`config.mk`:
```
export PLATFORM = sky130hd
export DESIGN_NAME = mc_divider
export DESIGN_NICKNAME = d
export VERILOG_FILES = /design/src/rtl/div_pkg.sv /design/src/rtl/div_step.sv /design/src/rtl/mc_divider.sv
export SDC_FILE = /design/constraint.sdc
export NUM_CORES = 1
export LEC_CHECK = 0
export ABC_AREA = 1
export BUFFER_PORTS_ARGS = -buffer_cell sky130_fd_sc_hd__buf_2
export CAP_MARGIN = 40
export CORE_UTILIZATION = 48
export CTS_CLUSTER_SIZE = 12
export DETAILED_ROUTE_END_ITERATION = 16
export HOLD_SLACK_MARGIN = 0.1
export PLACE_DENSITY = 0.76
export SLEW_MARGIN = 5
export SYNTH_ARGS = -nofsm -noshare
export SYNTH_HDL_FRONTEND = slang
export SYNTH_SLANG_ARGS = --single-unit
```
`constraint.sdc`:
```
create_clock -name clk -period 3 [get_ports clk]
set_clock_uncertainty 0.2 [all_clocks]
set_input_delay 0.15 -clock clk [delete_from_list [all_inputs] [get_ports clk]]
set_output_delay 0.15 -clock clk [all_outputs]
set_load 0.02 [all_outputs]
```
`src/rtl/div_pkg.sv`:
```
// div_pkg: shared types and helpers for the multi-cycle integer divider.
package div_pkg;
   typedef enum logic [1:0] {DIV = 2'b00, DIVU = 2'b01, REM = 2'b10, REMU = 2'b11} div_op_t;
   typedef enum logic [1:0] {IDLE, ITER, FIX, DONE} div_state_t;
   localparam int MAXW = 64;
   // Operands are passed zero-extended; w selects which bit is the sign.
   function automatic logic [MAXW-1:0] abs_sel(input logic [MAXW-1:0] value, input logic is_signed,
                                                input int w);
      return (is_signed && value[w-1]) ? -value : value;
   endfunction
endpackage

```
`src/rtl/div_step.sv`:
```
// div_step: one combinational restoring-division step on a remainder:quotient pair.
module div_step #(
   parameter int WIDTH = 32
) (
   input  logic [WIDTH-1:0] rem_in,
   input  logic [WIDTH-1:0] quo_in,
   input  logic [WIDTH-1:0] divisor,
   output logic [WIDTH-1:0] rem_out,
   output logic [WIDTH-1:0] quo_out
);
   logic [WIDTH:0] sh;
   logic           ge;
   assign sh      = {rem_in, quo_in[WIDTH-1]};
   assign ge      = sh >= {1'b0, divisor};
   assign rem_out = WIDTH'(ge ? sh - {1'b0, divisor} : sh);
   assign quo_out = {quo_in[WIDTH-2:0], ge};
endmodule

```
`src/rtl/mc_divider.sv`:
```
// mc_divider: iterative restoring divide/remainder unit with RISC-V M semantics
// and an active-low pipeline stall output.
module mc_divider
   import div_pkg::*;
#(
   parameter int WIDTH = 32,
   parameter int SPC   = 1
) (
   input  logic             clk,
   input  logic             rst_n,
   input  logic             n_stall,
   input  logic             flush,
   input  logic             start,
   input  logic [1:0]       op,
   input  logic [WIDTH-1:0] op1,
   input  logic [WIDTH-1:0] op2,
   output logic [WIDTH-1:0] res,
   output logic             res_valid,
   output logic             div_nstall,
   output logic             busy
);
   localparam int N  = WIDTH / SPC;
   localparam int CW = $clog2(N + 1);
   div_state_t       state_q, state_d;
   div_op_t          op_q, op_d;
   logic [WIDTH-1:0] rem_q, rem_d, quo_q, quo_d, dvs_q, dvs_d, res_q, res_d;
   logic             qneg_q, qneg_d, rneg_q, rneg_d;
   logic [CW-1:0]    cnt_q, cnt_d;
   logic [WIDTH-1:0] rem_c [SPC+1];
   logic [WIDTH-1:0] quo_c [SPC+1];
   logic             in_signed;
   logic [WIDTH-1:0] q_fix, r_fix;
   assign rem_c[0] = rem_q;
   assign quo_c[0] = quo_q;
   for (genvar i = 0; i < SPC; i++) begin : g_step
      div_step #(.WIDTH(WIDTH)) u_step (
         .rem_in (rem_c[i]),
         .quo_in (quo_c[i]),
         .divisor(dvs_q),
         .rem_out(rem_c[i+1]),
         .quo_out(quo_c[i+1])
      );
   end
   assign in_signed = ~op[0];
   assign q_fix     = qneg_q ? -quo_q : quo_q;
   assign r_fix     = rneg_q ? -rem_q : rem_q;
   always_comb begin
      state_d = state_q;
      op_d    = op_q;
      rem_d   = rem_q;
      quo_d   = quo_q;
      dvs_d   = dvs_q;
      res_d   = res_q;
      qneg_d  = qneg_q;
      rneg_d  = rneg_q;
      cnt_d   = cnt_q;
      case (state_q)
         IDLE: if (start && !flush) begin
            op_d   = div_op_t'(op);
            qneg_d = in_signed & (op1[WIDTH-1] ^ op2[WIDTH-1]);
            rneg_d = in_signed & op1[WIDTH-1];
            rem_d  = '0;
            quo_d  = WIDTH'(abs_sel(MAXW'(op1), in_signed, WIDTH));
            dvs_d  = WIDTH'(abs_sel(MAXW'(op2), in_signed, WIDTH));
            if (op2 == '0) begin
               res_d   = op[1] ? op1 : '1;
               cnt_d   = '0;
               state_d = DONE;
            end else begin
               cnt_d   = CW'(N);
               state_d = ITER;
            end
         end
         ITER: begin
            rem_d   = rem_c[SPC];
            quo_d   = quo_c[SPC];
            cnt_d   = cnt_q - 1'b1;
            state_d = (cnt_q == CW'(1)) ? FIX : ITER;
         end
         FIX: begin
            res_d   = op_q[1] ? r_fix : q_fix;
            state_d = DONE;
         end
         default: state_d = n_stall ? IDLE : DONE;
      endcase
      // A mispredict kills whatever is in flight, including a held result.
      if (flush) begin
         state_d = IDLE;
         cnt_d   = '0;
      end
   end
   always_ff @(posedge clk or negedge rst_n) begin
      if (!rst_n) begin
         state_q <= IDLE;
         op_q    <= DIV;
         rem_q   <= '0;
         quo_q   <= '0;
         dvs_q   <= '0;
         res_q   <= '0;
         qneg_q  <= 1'b0;
         rneg_q  <= 1'b0;
         cnt_q   <= '0;
      end else begin
         state_q <= state_d;
         op_q    <= op_d;
         rem_q   <= rem_d;
         quo_q   <= quo_d;
         dvs_q   <= dvs_d;
         res_q   <= res_d;
         qneg_q  <= qneg_d;
         rneg_q  <= rneg_d;
         cnt_q   <= cnt_d;
      end
   end
   assign res        = res_q;
   assign res_valid  = state_q == DONE;
   assign busy       = state_q != IDLE;
   assign div_nstall = !((state_q == IDLE && start && !flush) || state_q == ITER || state_q == FIX);
endmodule

```
# After elaboration in Yosys (flattened, before gate mapping)
# Index checks and enable logic that the tools add are counted.
[totals] out_inout_bits=35 inputBits=71 wordCells=70 reg_bits=140
[op_classes] add_sub_neg=6 magnitude_cmp=1 n_reduce_logical=19 n_eq_ne=7 mux=24 n_bitwise=4
[op_table] operator="32-bit two-way mux" count=11
[op_table] operator="32-bit case mux with 2 select lines" count=3
[op_table] operator="32-bit negator" count=4
[op_table] operator="33-bit by 32-bit >= comparator with 1-bit output" count=1
[op_table] operator="32-bit logical NOT" count=1
[op_table] operator="32-bit subtractor" count=1
[op_table] operator="6-bit two-way mux" count=3
[op_table] operator="6-bit case mux with 2 select lines" count=1
[op_table] operator="2-bit two-way mux" count=5
[op_table] operator="6-bit by 1-bit == test with 1-bit output (second input constant)" count=1
[op_table] operator="2-bit case mux with 3 select lines" count=1
[op_table] operator="2-bit AND reduction" count=3
[op_table] operator="2-bit nonzero test" count=3
[op_table] operator="6-bit by 1-bit subtractor with 6-bit output (second input constant)" count=1
[op_table] operator="1-bit logical AND" count=5
[op_table] operator="2-bit == test (second input constant)" count=2
[op_table] operator="2-bit != test (second input constant)" count=2
[op_table] operator="3-bit != test (second input constant)" count=1
[op_table] operator="3-bit AND reduction" count=1
[op_table] operator="3-bit nonzero test" count=1
[op_table] operator="1-bit AND" count=2
[op_table] operator="2-bit by 1-bit == test with 1-bit output (second input constant)" count=1
[op_table] operator="1-bit logical NOT" count=2
[op_table] operator="2-bit logical NOT" count=1
[op_table] operator="3 further kinds" count=4

# Logic depth before layout (Yosys ltp)
[logic_depth] word_depth=6 depth_mapped=17

# Cells and area by module
# A second synthesis with hierarchy kept.
[hier_totals] hier_cells=2230 area_unflattened_um2=13256.5
[modules_own_cells] module="mc_divider" seq_area_each_um2=3478.3 instances=1 area_each_um2=9826.9 cells_per_inst=1548
[modules_own_cells] module="div_step" seq_area_each_um2=0.0 instances=1 area_each_um2=3429.5 cells_per_inst=682

# Worst setup path before layout
# Ideal clock, no wire load.
[synth_timing] path_kind="register -> register" start="reg quo_q[31]" end="reg rem_q[28]" required_ns=2.683 path_slack_ns=0.826 stages_incl_launch_ff=17 setup_time_ns=0.117 arrival_time_ns=1.856 period_less_slack_ns=2.174 path_cell_list="dfrtp_1 inv_1 ha_1 inv_1 fa_1 nand3_1 nand3_1 nand2_1 nand2_1 nand2_1 nand2_1 nand2_1 nand3_1 nand2_1 nand2_1 nand3_1 nand2_1"
[synth_via] elab_chain_len=3
[synth_lines] element="start, declared" line_no="mc_divider.sv:26" text="logic [WIDTH-1:0] rem_q, rem_d, quo_q, quo_d, dvs_q, dvs_d, res_q, res_d;"
[synth_lines] element="start signal, assigned" line_no="mc_divider.sv:107" text="quo_q <= quo_d;"
[synth_lines] element="32-bit subtractor / 33-bit by 32-bit >= comparator with 1-bit output (equally long branches)" line_no="div_step.sv:15, div_step.sv:14"
[synth_lines] element="32-bit two-way mux (*)" line_no="div_step.sv:15" text="assign rem_out = WIDTH'(ge ? sh - {1'b0, divisor} : sh);"
[synth_lines] element="32-bit case mux with 2 select lines (*)" line_no="mc_divider.sv:57" text="case (state_q)"
[synth_lines] element="end signal, assigned" line_no="mc_divider.sv:106" text="rem_q <= rem_d;"
[synth_lines] element="end, declared" line_no="mc_divider.sv:26"
# Every way passes the cells marked *; elsewhere a longest branch is shown, timed or not.
# A chain may end at the register's enable or synchronous reset.

# Worst setup path in the final report
[layout_timing] start="in op1[6]" end="reg quo_q[21]"
[layout_via] elab_chain_len=4
[layout_lines] element="start, declared" line_no="mc_divider.sv:15" text="input logic [WIDTH-1:0] op1,"
[layout_lines] element="32-bit negator" line_no="div_pkg.sv:9" text="return (is_signed && value[w-1]) ? -value : value;"
[layout_lines] element="32-bit two-way mux" line_no="div_pkg.sv:9"
[layout_lines] element="32-bit two-way mux" line_no="mc_divider.sv:58" text="IDLE: if (start && !flush) begin"
[layout_lines] element="32-bit case mux with 2 select lines" line_no="mc_divider.sv:57"
# Every way passes these cells. The select of a mux whose other input is x is not followed.

==> key figures <==
Synth
  • Yosys Warn Count: 0
  • Cells after Synth: 2126
  • Synth Area in Simple Gates: a little over two fifths
  • Mux cell area share after synthesis: 0%
  • Ys flop type: dfrtp_1
  • Post-synthesis adder-cell area fraction: 3.890%
  • EDFF count, synth: 0
  • Compound-Gate Fraction of Synth Area: 11.94%
  • Largest family of logic cells by synthesized area: simple AND/OR/NAND/NOR gates
  • Post-Syn Area: roughly 13000 um2
  • Xor and xnor area share after synthesis: under 10%
  • Netlist cell types: 42
  • Syn_nets: 2236
  • Ys async rst share: 100.0%
  • #FFs+latches synth: about 140
  • Sequential area share after synthesis: 27.31%
  • Mean Syn Cell Area: 5.991 um2

Critical path
  • CP Capture Type: flop
  • Critical path class: input pin to flop
  • Crit-path max FO: 4
  • Crit start category: input pin
  • CP Data Arrival Time: 3050 ps
  • Worst EP required: roughly 3100 ps

Pwr
  • Sw Ratio: 52.30%
  • Comb power frac: 60.4%
  • Part of the power in registers: 23.4%
  • Internal power: 6.850 mW
  • Peak supply drop: just under 500 uV
  • Pwr dens: roughly 950 nW/um2
  • Switching pwr: 7.510 mW
  • Clk pwr share: between 10% and 20%
  • Leak: slightly below 8 nW

Clock network
  • CTS max path bufs: 2
  • CTS clk-pin slew, worst paths: 70 ps
  • Num CTS Buffers: 17
  • CTS H-tree lvls: 4
  • Worst-Skew Late Latency: 440 ps
  • Clk sinks: ~140
  • Root buf cell: clkbuf_16
  • CTS tree: built

Die
  • Die ar.: 27190 um2
  • Ports: 106
  • Die Height: 164.9 um
  • Die Width: 164.9 um
  • Starting Density: 48.87%
  • Std cell rows: 59
  • Core area: 26060 um2

STA
  • Final Worst Setup Slack: 71.04 ps
  • Worst-Margin Slew: 753.7 ps
  • Max-slew violations: 0
  • RSZ-0062 raised after global routing: yes
  • Max_slew headroom: 49.70%
  • Fraction of the cycle the final worst path needs: 97.63%
  • Endpoints failing setup: 0
  • Fmax: 0.3414 GHz
  • Fin. Hold Viols: 0
  • Minimum clock period: 2929 ps

Flow run
  • Maxcap violations: 0

Global route
  • Largest net degree at the start of global routing: 65
  • Initial antenna violation count: 0
  • Vias in the first global route: ~13k
  • First-pass GRT wire length: between 70 and 80 mm
  • Grt ovf: 0
  • GRT Total Usage: 33.86%

Layout
  • Nets: 2411
  • Finished Core Util: 58.26%
  • Layout area overhead: 19.20%
  • Commonest non-fill, non-tap cell in the layout: nand2_1
  • Layout cells sized above 1: 9.987%
  • Most frequent cells in the layout: nand2_1, inv_1, nand3_1, nor2_1, dfrtp_1
  • Antenna Cells: 0

Drt
  • Routed WL per cell: 17.37 um
  • Total number of vias: about 15k
  • Initial DRC Count: 1673
  • Wirelength, routed: about 46 mm
  • Antenna viol nets, final: 0
  • Post-DR vias/cell: 5.634
  • Drt first pass iters: 8
  • Drt drc: 0

Min path
  • Tightest Hold Check Type: input pin to asynchronous set/reset pin

Placed design
  • Pre-CTS WS: about 210 ps
  • Post-DP HPWL: 34.39 mm
  • GP Congestion: 1.028
  • PortBufs: 105

Run status
  • Status: completed
state kept, by name (all words and copies together), names as in the netlist:
signal,cells
dvs_q,32
quo_q,32
rem_q,32
res,32
cnt_q,6
state_q,2
op_q,1
qneg_q,1
rneg_q,1
Yosys cell counts, drive strengths merged, types with 13 or more instances:
cell | n | share of area [%]
a21oi | 71 | 2.8
buf | 27 | 1.3
clkbuf | 40 | 1.2
dfrtp | 139 | 27
ha | 38 | 3.7
inv | 310 | 9.1
nand2 | 699 | 21
nand3 | 263 | 11
nand3b | 13 | 0.77
nand4 | 34 | 1.7
nor2 | 201 | 6.4
nor3 | 32 | 1.4
o211ai | 14 | 0.83
o21ai | 137 | 5.4
o21bai | 13 | 0.77
o221ai | 14 | 0.96
o22ai | 15 | 0.74
xnor2 | 16 | 1.1
xor2 | 25 | 1.7
worst max-delay path, stage by stage:
cell,delay [ps]
dlygate4sd3_1,530
buf_2,150
nor2_1,180
nand3_1,150
nor2_2,180
nand2_2,110
nor2_4,160
nand3_2,100
a21oi_2,120
dlygate4sd3_1,570
o21bai_1,80
dlygate4sd3_1,570
cell type report:
| cell class | instances | area (um2) |
|---|---|---|
| fill | 2575 | 10880 |
| multi-input combinational | 1610 | 7826 |
| sequential | 139 | 3478 |
| timing repair buffer | 223 | 1678 |
| inverter | 310 | 1164 |
| clock buffer | 19 | 452.9 |
| tap | 335 | 419.2 |
| clock inverter | 12 | 162.7 |
cell families (layout without fill, tap and decap cells):
logic type | Yosys count | in the layout
AO/OA/AOI/OAI | 271 | 271
XOR/XNOR | 41 | 41
flip-flops | 139 | 139
AND/OR/NAND/NOR | 1259 | 1259
buffers and inverters | 377 | 564
adder cells (fa/ha/maj) | 39 | 39
power groups by stage:
stage                     clock network, mW  logic [mW]  registers [mW]
after floorplan                           0        5.95            3.35
after global placement                    0        8.25            3.34
after detailed placement                  0        8.36            3.36
after CTS                              2.32        8.51            3.33
after global routing                   2.40        9.66            3.44
final                                  2.32        8.68            3.37
through the flow:
stage                     area [um2]  hold WS [ps]  instances  setup TNS [ps]  total power, mW
final                          15180         91.09       2648               0            14.36
after global placement         13630         9.202       2528               0            11.60
after floorplan                12740        -345.6       2126               0            9.299
after CTS                      15130         124.7       2646               0            14.16
after global routing           15180         166.2       2648          -71.68            15.50
after detailed placement       13650         10.93       2529               0            11.72
metal layers:
metal / vias to the layer above / share of wire (%) / global-route usage (%)
met5: - / 0 / 0
met4: 0 / 3.3 / 12.30
met3: 119 / 8.2 / 5.349
met2: 766 / 44 / 52.06
met1: 6870 / 44 / 47.67
li1: 7164 / - / -
worst paths after layout:
check                                           start               endpoint  slack (ps)  depth (start not counted)
worst max-delay path                           op1[6]  quo_q[21]$_DFFE_PN0P_          70                         12
worst min-delay path                            rst_n     res[5]$_DFFE_PN0P_          90                          2
worst max register to register  quo_q[31]$_DFFE_PN0P_  rem_q[12]$_DFFE_PN0P_         140                         14
worst min register to register    res[26]$_DFFE_PN0P_    res[26]$_DFFE_PN0P_         280                          2
max in group asynchronous                       rst_n   dvs_q[7]$_DFFE_PN0P_        1800                          3
min in group clk                  res[26]$_DFFE_PN0P_    res[26]$_DFFE_PN0P_         280                          2
timing repair:
action                                 4_1_cts  5_1_grt
hold buffers                                86        0
resized for setup                            0        9
setup buffers                                0        2
endpoints found under the hold margin      245        0
setup endpoints to repair                    0       12
No activity file was read; power rests on OpenSTA's default activity.
